**config.mk**
```make
export PLATFORM = sky130hd
export DESIGN_NAME = ttl_decade_counter_decoder
export DESIGN_NICKNAME = d
export VERILOG_FILES = /design/src/rtl/ttl_decade_counter_decoder_pkg.sv /design/src/rtl/ttl_bcd_to_decimal.sv /design/src/rtl/ttl_decade_counter_decoder.sv
export SDC_FILE = /design/constraint.sdc
export NUM_CORES = 1
export LEC_CHECK = 0
export ABC_AREA = 1
export CAP_MARGIN = 20
export CORE_AREA = 2 2 39 41
export DETAILED_ROUTE_END_ITERATION = 10
export DIE_AREA = 0 0 41 43
export PLACE_DENSITY = 0.69
export SYNTH_ARGS = -nofsm -noshare
export SYNTH_HDL_FRONTEND = slang
export SYNTH_SLANG_ARGS = --single-unit
```
**constraint.sdc**
```tcl
create_clock -name i_clk -period 3.1 [get_ports i_clk]
set_clock_uncertainty 0.1 [all_clocks]
set_input_delay 0.31 -clock i_clk [delete_from_list [all_inputs] [get_ports i_clk]]
set_output_delay 0.31 -clock i_clk [all_outputs]
set_load 0.1 [all_outputs]
```
**src/rtl/ttl_decade_counter_decoder_pkg.sv**
```systemverilog
// ttl_decade_counter_decoder_pkg: shared BCD limits, one-of-ten decode table and load sanitiser.
package ttl_decade_counter_decoder_pkg;
  localparam int WIDTH_IN = 4;
  localparam int WIDTH_OUT = 10;
  localparam logic [WIDTH_IN-1:0] BCD_MAX = 4'd9;
  localparam logic [WIDTH_IN-1:0] BCD_MIN = 4'd0;
  // Entry k drives line k low; entry 9 is the leftmost element.
  localparam logic [9:0][WIDTH_OUT-1:0] DECODE_TBL = {
    10'h1FF, 10'h2FF, 10'h37F, 10'h3BF, 10'h3DF,
    10'h3EF, 10'h3F7, 10'h3FB, 10'h3FD, 10'h3FE
  };
  function automatic logic [WIDTH_IN-1:0] bcd_sanitize(input logic [WIDTH_IN-1:0] v);
    return (v > BCD_MAX) ? BCD_MIN : v;
  endfunction
endpackage

```
**src/rtl/ttl_bcd_to_decimal.sv**
```systemverilog
// ttl_bcd_to_decimal: combinational BCD to ten active-low lines; non-BCD codes give all-ones.
module ttl_bcd_to_decimal
  import ttl_decade_counter_decoder_pkg::*;
(
  input  logic [WIDTH_IN-1:0]  i_bcd,
  output logic [WIDTH_OUT-1:0] o_y_bar
);
  assign o_y_bar = (i_bcd <= BCD_MAX) ? DECODE_TBL[i_bcd] : '1;
endmodule

```
**src/rtl/ttl_decade_counter_decoder.sv**
```systemverilog
// ttl_decade_counter_decoder: up/down decade counter with one-of-ten active-low decode.
// Define DECADE_INVERTED_LOAD_EN to accept an active-low BCD load bus.
module ttl_decade_counter_decoder
  import ttl_decade_counter_decoder_pkg::*;
(
  input  logic                 i_clk,
  input  logic                 i_clear_bar,
  input  logic                 i_load_bar,
  input  logic                 i_enable,
  input  logic                 i_down,
  input  logic [WIDTH_IN-1:0]  i_d,
  output logic [WIDTH_IN-1:0]  o_q,
  output logic [WIDTH_OUT-1:0] o_y_bar,
  output logic                 o_tc_bar
);
  logic [WIDTH_IN-1:0] r_q;
  logic [WIDTH_IN-1:0] w_d;
  logic [WIDTH_IN-1:0] w_cnt;
  logic [WIDTH_IN-1:0] w_next;
  logic                w_at_max;
  logic                w_at_min;
`ifdef DECADE_INVERTED_LOAD_EN
  assign w_d = ~i_d;
`else
  assign w_d = i_d;
`endif
  assign w_at_max = (r_q == BCD_MAX);
  assign w_at_min = (r_q == BCD_MIN);
  always_comb begin
    w_cnt = i_down ? (w_at_min ? BCD_MAX : r_q - 4'd1) : (w_at_max ? BCD_MIN : r_q + 4'd1);
    w_next = !i_load_bar ? bcd_sanitize(w_d) : i_enable ? w_cnt : r_q;
  end
  always_ff @(posedge i_clk or negedge i_clear_bar)
    if (!i_clear_bar) r_q <= BCD_MIN;
    else r_q <= w_next;
  ttl_bcd_to_decimal u_dec (
    .i_bcd  (r_q),
    .o_y_bar(o_y_bar)
  );
  assign o_q = r_q;
  assign o_tc_bar = ~(i_enable & i_load_bar & (i_down ? w_at_min : w_at_max));
endmodule

```
Word level (Yosys, flattened, before mapping)
Memory sizes are Yosys's and may differ from the RTL's.
Cells that the tools add are included.

word-level totals
  output and inout bits = 15
  input bits = 9
  flip-flop bits (word level) = 4
  ROM bits = 160
  memories = 1

cells by class
  equal/unequal tests = 2
  reduce and logical (&&, ||, !) cells = 1
  bitwise logic cells = 3
  $add $sub $neg = 2
  multiplexer cells = 9
  order comparisons = 3

memory list
  name              words  bits a word  rd ports  clocked after Yosys merged registers in  write ports  line                     source
  (name not given)  16     10           1         0                                        0            ttl_bcd_to_decimal.sv:8  assign o_y_bar = (i_bcd <= BCD_MAX) ? DECODE_TBL[i_bcd] : '1;

operators by type and width
  cell                 number
  $mux 4               6
  $mux 10              2
  $lt 4x5->1 const B   1
  $add 4x1->4 const B  1
  $eq 4x4->1 const B   1
  $gt 4x4->1 const B   1
  $le 4x4->1 const B   1
  $logic_not 4->1      1
  $sub 4x1->4 const B  1
  $and 1x1->1          2
  $ne 2x1->1 const B   1
  $mux 1               1
  $not 1->1            1

Logic depth before layout (Yosys ltp)
Gate-level depths: netlist of the first run.

  word-level depth = 5
  mapped depth = 8

Cells and area by module
From an unflattened synthesis of the first run, not the netlist that was laid out.

unflattened totals
  cells, all modules = 91
  area total of the unflattened synthesis = 467.9 µm²

modules (own cells, without submodules)
  module                      times used  cells each  sequential area each (µm²)  area each (µm²)
  ttl_decade_counter_decoder  1           69          100.1                       380.4
  ttl_bcd_to_decimal          1           22          0.0                         87.6

Least setup slack after synthesis of the first run
OpenSTA, ideal clock, no wires.

  kind = register to output
  start point = reg r_q[3] (netlist: o_q[3])
  end point = out o_tc_bar
  required time = 2.690 ns
  setup slack = -0.112 ns
  buffers on the path = 0
  stages on the path, launching flop included = 6
  arrival time = 2.802 ns
  path through = dfrtp_1 > nand2_1 > inv_1 > nand2_1 > nand2_1 > nand3_1

on the way
  cells in the longest elaborated chain, start to end = 4
  elaborated cells on any way between the ends = 5
  classes of those cells = eq/ne (1); mux (1); bitwise (2); reduce/logical (1)

ends and longest elaborated chain
  element                                               line                                                                source
  from (decl)                                           ttl_decade_counter_decoder.sv:16                                    logic [WIDTH_IN-1:0] r_q;
  from (signal assigned)                                ttl_decade_counter_decoder.sv:35                                    else r_q <= w_next;
  $eq 4x4->1 / $logic_not 4->1 (equally long branches)  ttl_decade_counter_decoder.sv:27, ttl_decade_counter_decoder.sv:28
  $mux 1 (*)                                            ttl_decade_counter_decoder.sv:41                                    assign o_tc_bar = ~(i_enable & i_load_bar & (i_down ? w_at_min : w_at_max));
  $and 1x1->1 (*)                                       ttl_decade_counter_decoder.sv:41
  $not 1->1 (*)                                         ttl_decade_counter_decoder.sv:41
  to (decl)                                             ttl_decade_counter_decoder.sv:14                                    output logic o_tc_bar

Every way passes the cells marked *; elsewhere a longest branch is shown, timed or not.

Worst setup path in the final report of the first run
  start point = reg r_q[1] (netlist: o_q[1])
  end point = out o_tc_bar

The elaborated chain is that of the path after synthesis.

==> flow_summary.toml, run 1 <==
[status]
outcome = "finished, final reports clean"

[placed_design]
dp_cells = 112
port_buffers = 23
dpl.hpwl_um = 940
gp_congestion = 0.7481
dp_slack_ns = 1.361
placed_cell_area_um2 = 640.6

[critical_path]
worst_ep_required_time_ns = 2.69
path_max_fanout = 7
path_class = "register to primary output"
cp_common_cell = "nand2_1"
critPathLaunchType = "register"
max_stage_delay_ns = 0.45
crit_family = "simple AND/OR/NAND/NOR gates"
arrival_ns = 1.50
crit_slowest_cell = "dfrtp_1"
crit_chain = "nor2_2, nand2_1, nand2_1, nand3_2, buf_4"
cp-end-kind = "primary output"
worst-path-buf-inv = 1

[sta]
fin_ws_ns = 1.186
rsz0062_at_grt = "false"
fin_crit_ns = 1.914
relSlewSlack = 0.8080
fin_crit_sh = 0.6175
holdWs_ns = 0.1785
final.setup.tns_ns = 0
tightest_slew_ns = 0.2877
slew_violations = 0
finalSetupViolCount = 0
clock.fmax_mhz = 522.4
hold_viol_final = 0

[finish]
final_cells = 116
largest_register_ffs = 4
layout-drive-gt1-share = 0.2900
syn2layout_area_growth_pct = 58.16
fin_area_um2 = 666.9
diodes = 0
fin_nets = 112

[power]
power_frac_comb = 0.635
p_int_mw = 0.1641
leakage_nw = 0.3461
peakVddDrop_mv = 0.2517
swShare = 0.5836
netSwitchingPower_mw = 0.2300
powerDensity_nw_per_um2 = 591.0
p_clk_frac = 0.176
p_seq_frac = 0.189

[yosys]
synth.avg_cell_area_um2 = 5.776
yosys_warnings = 0
postSynthCellCount = 73
ys_ff_latch = 4
synth_nets = 84
netlist_area_um2 = 421.7
seq_area_frac_synth = 0.2374
synthDistinctLibCells = 16

[routing]
vias = 540
drc = 0
wl_met3_um = 72
drtPass1Iterations = 3
wl_per_cell_um = 9.879
final_antenna_net_count = 0
via_per_inst = 4.655
route.met2.wl_um = 601
wirelength_met1_um = 471
drt_iter0_markers = 3
highest_layer = "met3"
routed_wl_mm = 1.146

[clock_network]
clock_sinks = 4
cts-resized-gates = 0
post_cts_buffers = 0
ctsHoldBuffers = 0
clock-root-buffer = "clkbuf_4"
clk_path_buf_depth = 2
cts_tree = "yes"
cts_htree_levels = 1
clock_latency_ns = 0.23
clk_pin_slew_ns = 0.04
cts_made_buffers = 3

[global_routing]
antenna_found_initial = 0
grt_max_degree = 8
grt_pass1_wl_mm = 1.731
grt_pass1_vias = 456
overflow = 0
track_usage = 0.1452

[floorplanning]
num_io_pins = 24
start_util = 0.3047
die_height_um = 43
core.rowCount = 14
die_area_um2 = 1763
die_w_um = 41
core-area_um2 = 1384

[hold_path]
hold_path_class = "input port to async pin"

[run]
cap_violations = 0
-- Yosys cell counts --
cell type | instances | area share
o21ai_0 | 3 | 0.036
nand3_2 | 1 | 0.024
nand2_2 | 1 | 0.015
a21oi_1 | 1 | 0.012
nor2_1 | 4 | 0.036
nand3_1 | 9 | 0.11
dfrtp_1 | 4 | 0.24
inv_2 | 4 | 0.036
inv_1 | 8 | 0.071
ha_1 | 2 | 0.059
nand2_1 | 28 | 0.25
o21a_1 | 1 | 0.018
or2_1 | 1 | 0.015
o211ai_1 | 1 | 0.018
o21ai_1 | 2 | 0.024
nor2_2 | 3 | 0.045
-- cell type report --
| class | count | area, um2 |
|---|---|---|
| fillers | 157 | 716.9 |
| multi-input cells | 57 | 281.5 |
| flip-flops and latches | 4 | 101.3 |
| repair buffers | 23 | 192.7 |
| clock buffers | 4 | 26.28 |
| inverters | 12 | 45.04 |
| well taps | 16 | 20.02 |
-- stage by stage --
step,util,total power [mW]
2_1_floorplan,-,0.2680
3_3_place_gp,0.4629,0.3245
3_5_place_dp,0.4629,0.3256
4_1_cts,0.4819,0.3977
5_1_grt,0.4819,0.4162
6_report,0.4819,0.3941
-- cell usage in the layout, fill, tap and decap left out, drive strengths merged --
master          n
dfrtp           4
or2             1
inv            12
o21a            1
nor2            7
o211ai          1
nand3          10
nand2          29
clkbuf          4
a21oi           1
buf            15
o21ai           5
ha              2
clkdlybuf4s50   8
-- path summary, 6_finish.rpt --
check | start | to | slack [ns] | cells past startpoint
worst max-delay path | o_q[1] | o_tc_bar | 1.19 | 5
worst max register to register | o_q[1] | o_q[2] | 1.63 | 5
worst min-delay path | i_clear_bar | o_q[2] | 0.18 | 1
worst min register to register | o_q[0] | o_q[0] | 0.64 | 2
max in group asynchronous | i_clear_bar | o_q[3] | 2.54 | 1
min in group i_clk | i_d[0] | o_q[0] | 0.58 | 3
-- metal layers --
layer,vias up,global-route usage
met5,-,0
met4,0,0.06000
met3,0,0.03141
met2,18,0.2563
met1,236,0.1531
li1,286,-
-- power groups by stage --
stage	clock (mW)	combinational (mW)	sequential [mW]
after floorplan	0	0.147	0.121
after global placement	0	0.249	0.0755
after detailed placement	0	0.250	0.0754
after CTS	0.0722	0.251	0.0746
after global routing	0.0766	0.263	0.0762
final	0.0695	0.250	0.0745
-- worst reg2reg max path, delay by kind of cell, from the launching register on --
kind,cells,cell delay [ns]
AOI/OAI and AO/OA,1,0.14
and+or+nand+nor,3,0.42
adders and majority gates,1,0.30
DFF,1,0.45
-- cell families after synthesis --
kind of cell | after synthesis | synth area share
flip-flops | 4 | 0.2374
buffers and inverters | 12 | 0.1068
AO/OA/AOI/OAI | 8 | 0.1068
AND/OR/NAND/NOR | 47 | 0.4896
adder cells (fa/ha/maj) | 2 | 0.05934
(Power assumes the default switching activity.)
==> run 2: changes to the inputs <==
clock period = 1.8 ns   (was 3.1 ns; I/O delays follow)
==> flow_summary.toml, run 2 (synthesis results as in run 1) <==
[sta]
relSlewSlack = 0.8591
clock.fmax_mhz = 584.3
tightest_slew_ns = 0.2092
fin_crit_ns = 1.711
finalSetupViolCount = 0
slew_violations = 0
hold_viol_final = 0
rsz0062_at_grt = "false"
fin_crit_sh = 0.9508

[finish]
fin_nets = 113
syn2layout_area_growth_pct = 116.9
final_cell_mix = "nand2_1, buf_12, inv_1, nand3_1, clkdlybuf4s50_1"
largest_register_ffs = 4
multi_input_area_um2 = 324.1
nFillCells = 130
layout-drive-gt1-share = 0.3800
seq_area_um2 = 115.1
final_cells = 116
mostFrequentLayoutCell = "nand2_1"
diodes = 0

[critical_path]
crit_family = "flip-flops"
cp-end-kind = "primary output"
path_max_fanout = 6
worst-path-buf-inv = 1
arrival_ns = 1.43
crit_slowest_cell = "dfrtp_4"
critPathLaunchType = "register"
path_class = "register to primary output"
max_stage_delay_ns = 0.52
crit_chain = "nor2_2, nand2_4, nand2_1, nand3_4, buf_12"
worst_ep_required_time_ns = 1.52

[placed_design]
dpl.hpwl_um = 954.7
port_buffers = 23
gp_congestion = 0.7733
dp_cells = 112

[floorplanning]
start_util = 0.3047
core.rowCount = 14
core-area_um2 = 1384
die_area_um2 = 1763
num_io_pins = 24
die_w_um = 41
die_height_um = 43

[power]
leakage_nw = 0.4414
peakVddDrop_mv = 0.6988
powerDensity_nw_per_um2 = 884.5
power_mw = 0.8090

[global_routing]
grt_max_degree = 8
antenna_found_initial = 0
track_usage = 0.1511
overflow = 0
grt_pass1_wl_mm = 1.856
grt_pass1_vias = 473

[clock_network]
clock_sinks = 4
clock-root-buffer = "clkbuf_4"
clk_path_buf_depth = 2
cts_htree_levels = 1
clk_pin_slew_ns = 0.04
clock_latency_ns = 0.23
cts_tree = "yes"
cts_made_buffers = 3

[routing]
routed_wl_mm = 1.188
final_antenna_net_count = 0
wl_per_cell_um = 10.24
drtPass1Iterations = 2
via_per_inst = 4.578
drc = 0
drt_iter0_markers = 3
vias = 531

[hold_path]
hold_path_class = "input port to async pin"

[status]
outcome = "finished, final reports clean"

[run]
cap_violations = 0
## run 2: layer usage
| metal | track usage | wire (um) | vias up |
|---|---|---|---|
| met5 | 0 | 0 | - |
| met1 | 0.2013 | 517 | 225 |
| li1 | - | - | 287 |
| met2 | 0.2281 | 609 | 17 |
| met3 | 0.04712 | 50 | 2 |
| met4 | 0.04000 | 11 | 0 |
## run 2: final cells by class
type,instances,area share
well taps,16,0.02189
clock buffers,3,0.02462
flip-flops and latches,4,0.1259
inverters,12,0.04925
multi-input cells,57,0.3543
repair buffers,24,0.4241
## run 2: path summary, 6_finish.rpt
kind                        startpoint        to  slack, ns  cells past startpoint
max                             o_q[2]  o_tc_bar       0.09                      5
min                        i_clear_bar    o_q[2]       0.05                      1
max reg2reg                     o_q[0]    o_q[2]       0.39                      5
min reg2reg                     o_q[0]    o_q[0]       0.65                      3
max in group asynchronous  i_clear_bar    o_q[3]       1.37                      1
min in group i_clk              i_d[0]    o_q[0]       0.44                      3
## run 2: worst reg2reg max path, cell delays in order (launching register included)
cell and delay [ns]:
dfrtp_4 0.52, nor2_4 0.21, ha_1 0.26, o21ai_1 0.13, nand2_1 0.06, nand2_1 0.06
## run 2: per-stage QoR
step                      area (um2)  utilization  hold slack, ns  setup TNS, ns  worst slack (ns)
after CTS                      897.1       0.6483         0.04343              0           0.02655
after floorplan                474.2            -         -0.2156       -0.06312          -0.06312
final                          914.6       0.6609         0.04632              0           0.08862
after global placement         874.6       0.6320          0.2897              0            0.3227
after global routing           914.6       0.6609         0.04733              0           0.01673
after detailed placement       874.6       0.6320          0.2941              0            0.2846
## run 2: timing repair
action / CTS / global route
hold buffers: 0 / 0
resized for setup: 0 / 3
setup buffers: 0 / 1
setup endpoints to repair: 0 / 1
## run 2: report_power, final
group | switching, mW | internal [mW]
logic | 0.359 | 0.192
clock network | 0.0356 | 0.0745
registers | 0.0386 | 0.110
==> run 3: changes to the inputs <==
PLACE_DENSITY = 0.71   (was 0.69)
==> flow_summary.toml, run 3 (synthesis results as in run 1) <==
[critical_path]
worst-path-buf-inv = 1
worst_ep_required_time_ns = 1.52
path_max_fanout = 7
crit_family = "flip-flops"
arrival_ns = 1.44
crit_chain = "nor2_4, ha_1, nand2_2, buf_12"
reg2reg_slack_ns = 0.38
path_class = "register to primary output"
cp-end-kind = "primary output"
crit_slowest_cell = "dfrtp_4"
critPathLaunchType = "register"
max_stage_delay_ns = 0.52

[finish]
multi_input_area_um2 = 319.1
mostFrequentLayoutCell = "nand2_1"
nFillCells = 104
largest_register_ffs = 4
diodes = 0
final_cell_mix = "nand2_1, buf_12, inv_1, nand3_1, clkdlybuf4s50_1"
layout-drive-gt1-share = 0.3861
fin_util = 0.6627
fin_nets = 114
seq_area_um2 = 115.1
final_cells = 117
syn2layout_area_growth_pct = 117.5

[sta]
fin_crit_ns = 1.719
rsz0062_at_grt = "false"
fin_ws_ns = 0.08109
fin_crit_sh = 0.9549
clock.fmax_mhz = 581.8
finalSetupViolCount = 0
hold_viol_final = 0
slew_violations = 0
relSlewSlack = 0.8632
tightest_slew_ns = 0.2030

[global_routing]
track_usage = 0.1803
grt_pass1_vias = 544
antenna_found_initial = 0
overflow = 0
grt_pass1_wl_mm = 2.208
grt_max_degree = 8

[power]
leakage_nw = 0.4449
netSwitchingPower_mw = 0.4366
powerDensity_nw_per_um2 = 890.7
p_clk_frac = 0.143
p_seq_frac = 0.177
power_frac_comb = 0.680
p_int_mw = 0.3803
peakVddDrop_mv = 0.6960
swShare = 0.5344

[placed_design]
dpl.hpwl_mm = 1.054
dp_slack_ns = 0.3095
port_buffers = 23
dp_cells = 112
gp_congestion = 0.7816

[routing]
drtPass1Iterations = 4
wl_per_cell_um = 10.63
routed_wl_mm = 1.244
final_antenna_net_count = 0
vias = 554
drt_iter0_markers = 12
drc = 0
via_per_inst = 4.735

[clock_network]
clk_path_buf_depth = 2
cts_tree = "yes"
clock-root-buffer = "clkbuf_4"
cts_made_buffers = 3
clk_pin_slew_ns = 0.04
ctsHoldBuffers = 0
cts_htree_levels = 1
clock_sinks = 4
clock_latency_ns = 0.24

[hold_path]
hold_path_class = "input port to async pin"

[floorplanning]
num_io_pins = 24
die_height_um = 43
core.rowCount = 14
die_area_um2 = 1763
core-area_um2 = 1384
start_util = 0.3047
die_w_um = 41

[run]
cap_violations = 0

[status]
outcome = "finished, final reports clean"
[run 3: metal layers]
layer / global-route usage / up-vias / wire length (um)
li1: - / 288 / -
met1: 0.2403 / 250 / 501
met2: 0.2656 / 16 / 674
met3: 0.05759 / 0 / 68
met4: 0.06000 / 0 / 0
met5: 0 / - / 0
[run 3: power by group through the flow]
stage          Combinational (mW)  Sequential (mW)  Clock [mW]
4_1_cts                     0.547            0.144       0.121
5_1_grt                     0.583            0.147       0.133
3_3_place_gp                0.544            0.145           0
6_report                    0.556            0.145       0.117
3_5_place_dp                0.546            0.145           0
2_1_floorplan               0.268            0.221           0
[run 3: path summary, 6_finish.rpt]
kind,start,to,cells after the start
min in group i_clk,i_d[0],o_q[0],3
max in group asynchronous,i_clear_bar,o_q[1],1
min reg2reg,o_q[0],o_q[0],3
max,o_q[0],o_y_bar[0],4
min,i_clear_bar,o_q[3],1
max reg2reg,o_q[0],o_q[2],5
[run 3: repair_timing]
action / 4_1_cts / 5_1_grt
setup buffers: 0 / 2
endpoints found under the setup margin: 0 / 2
resized for setup: 0 / 2
[run 3: final cells by class]
class                           count  share of cell area
Clock buffer                        3             0.02456
Multi-Input combinational cell     57              0.3479
Tap cell                           16             0.02183
Timing Repair Buffer               25              0.4311
Inverter                           12             0.04911
Sequential cell                     4              0.1255
[run 3: per-stage QoR]
step	hold slack [ns]	TNS, ns	cell area [um2]	total power, mW
after floorplan	-0.2156	-0.06312	474.2	0.4892
after CTS	0.04056	0	897.1	0.8115
final	0.03649	0	917.1	0.8169
after detailed placement	0.2996	0	874.6	0.6905
after global placement	0.2884	0	874.6	0.6887
after global routing	0.03908	0	917.1	0.8634
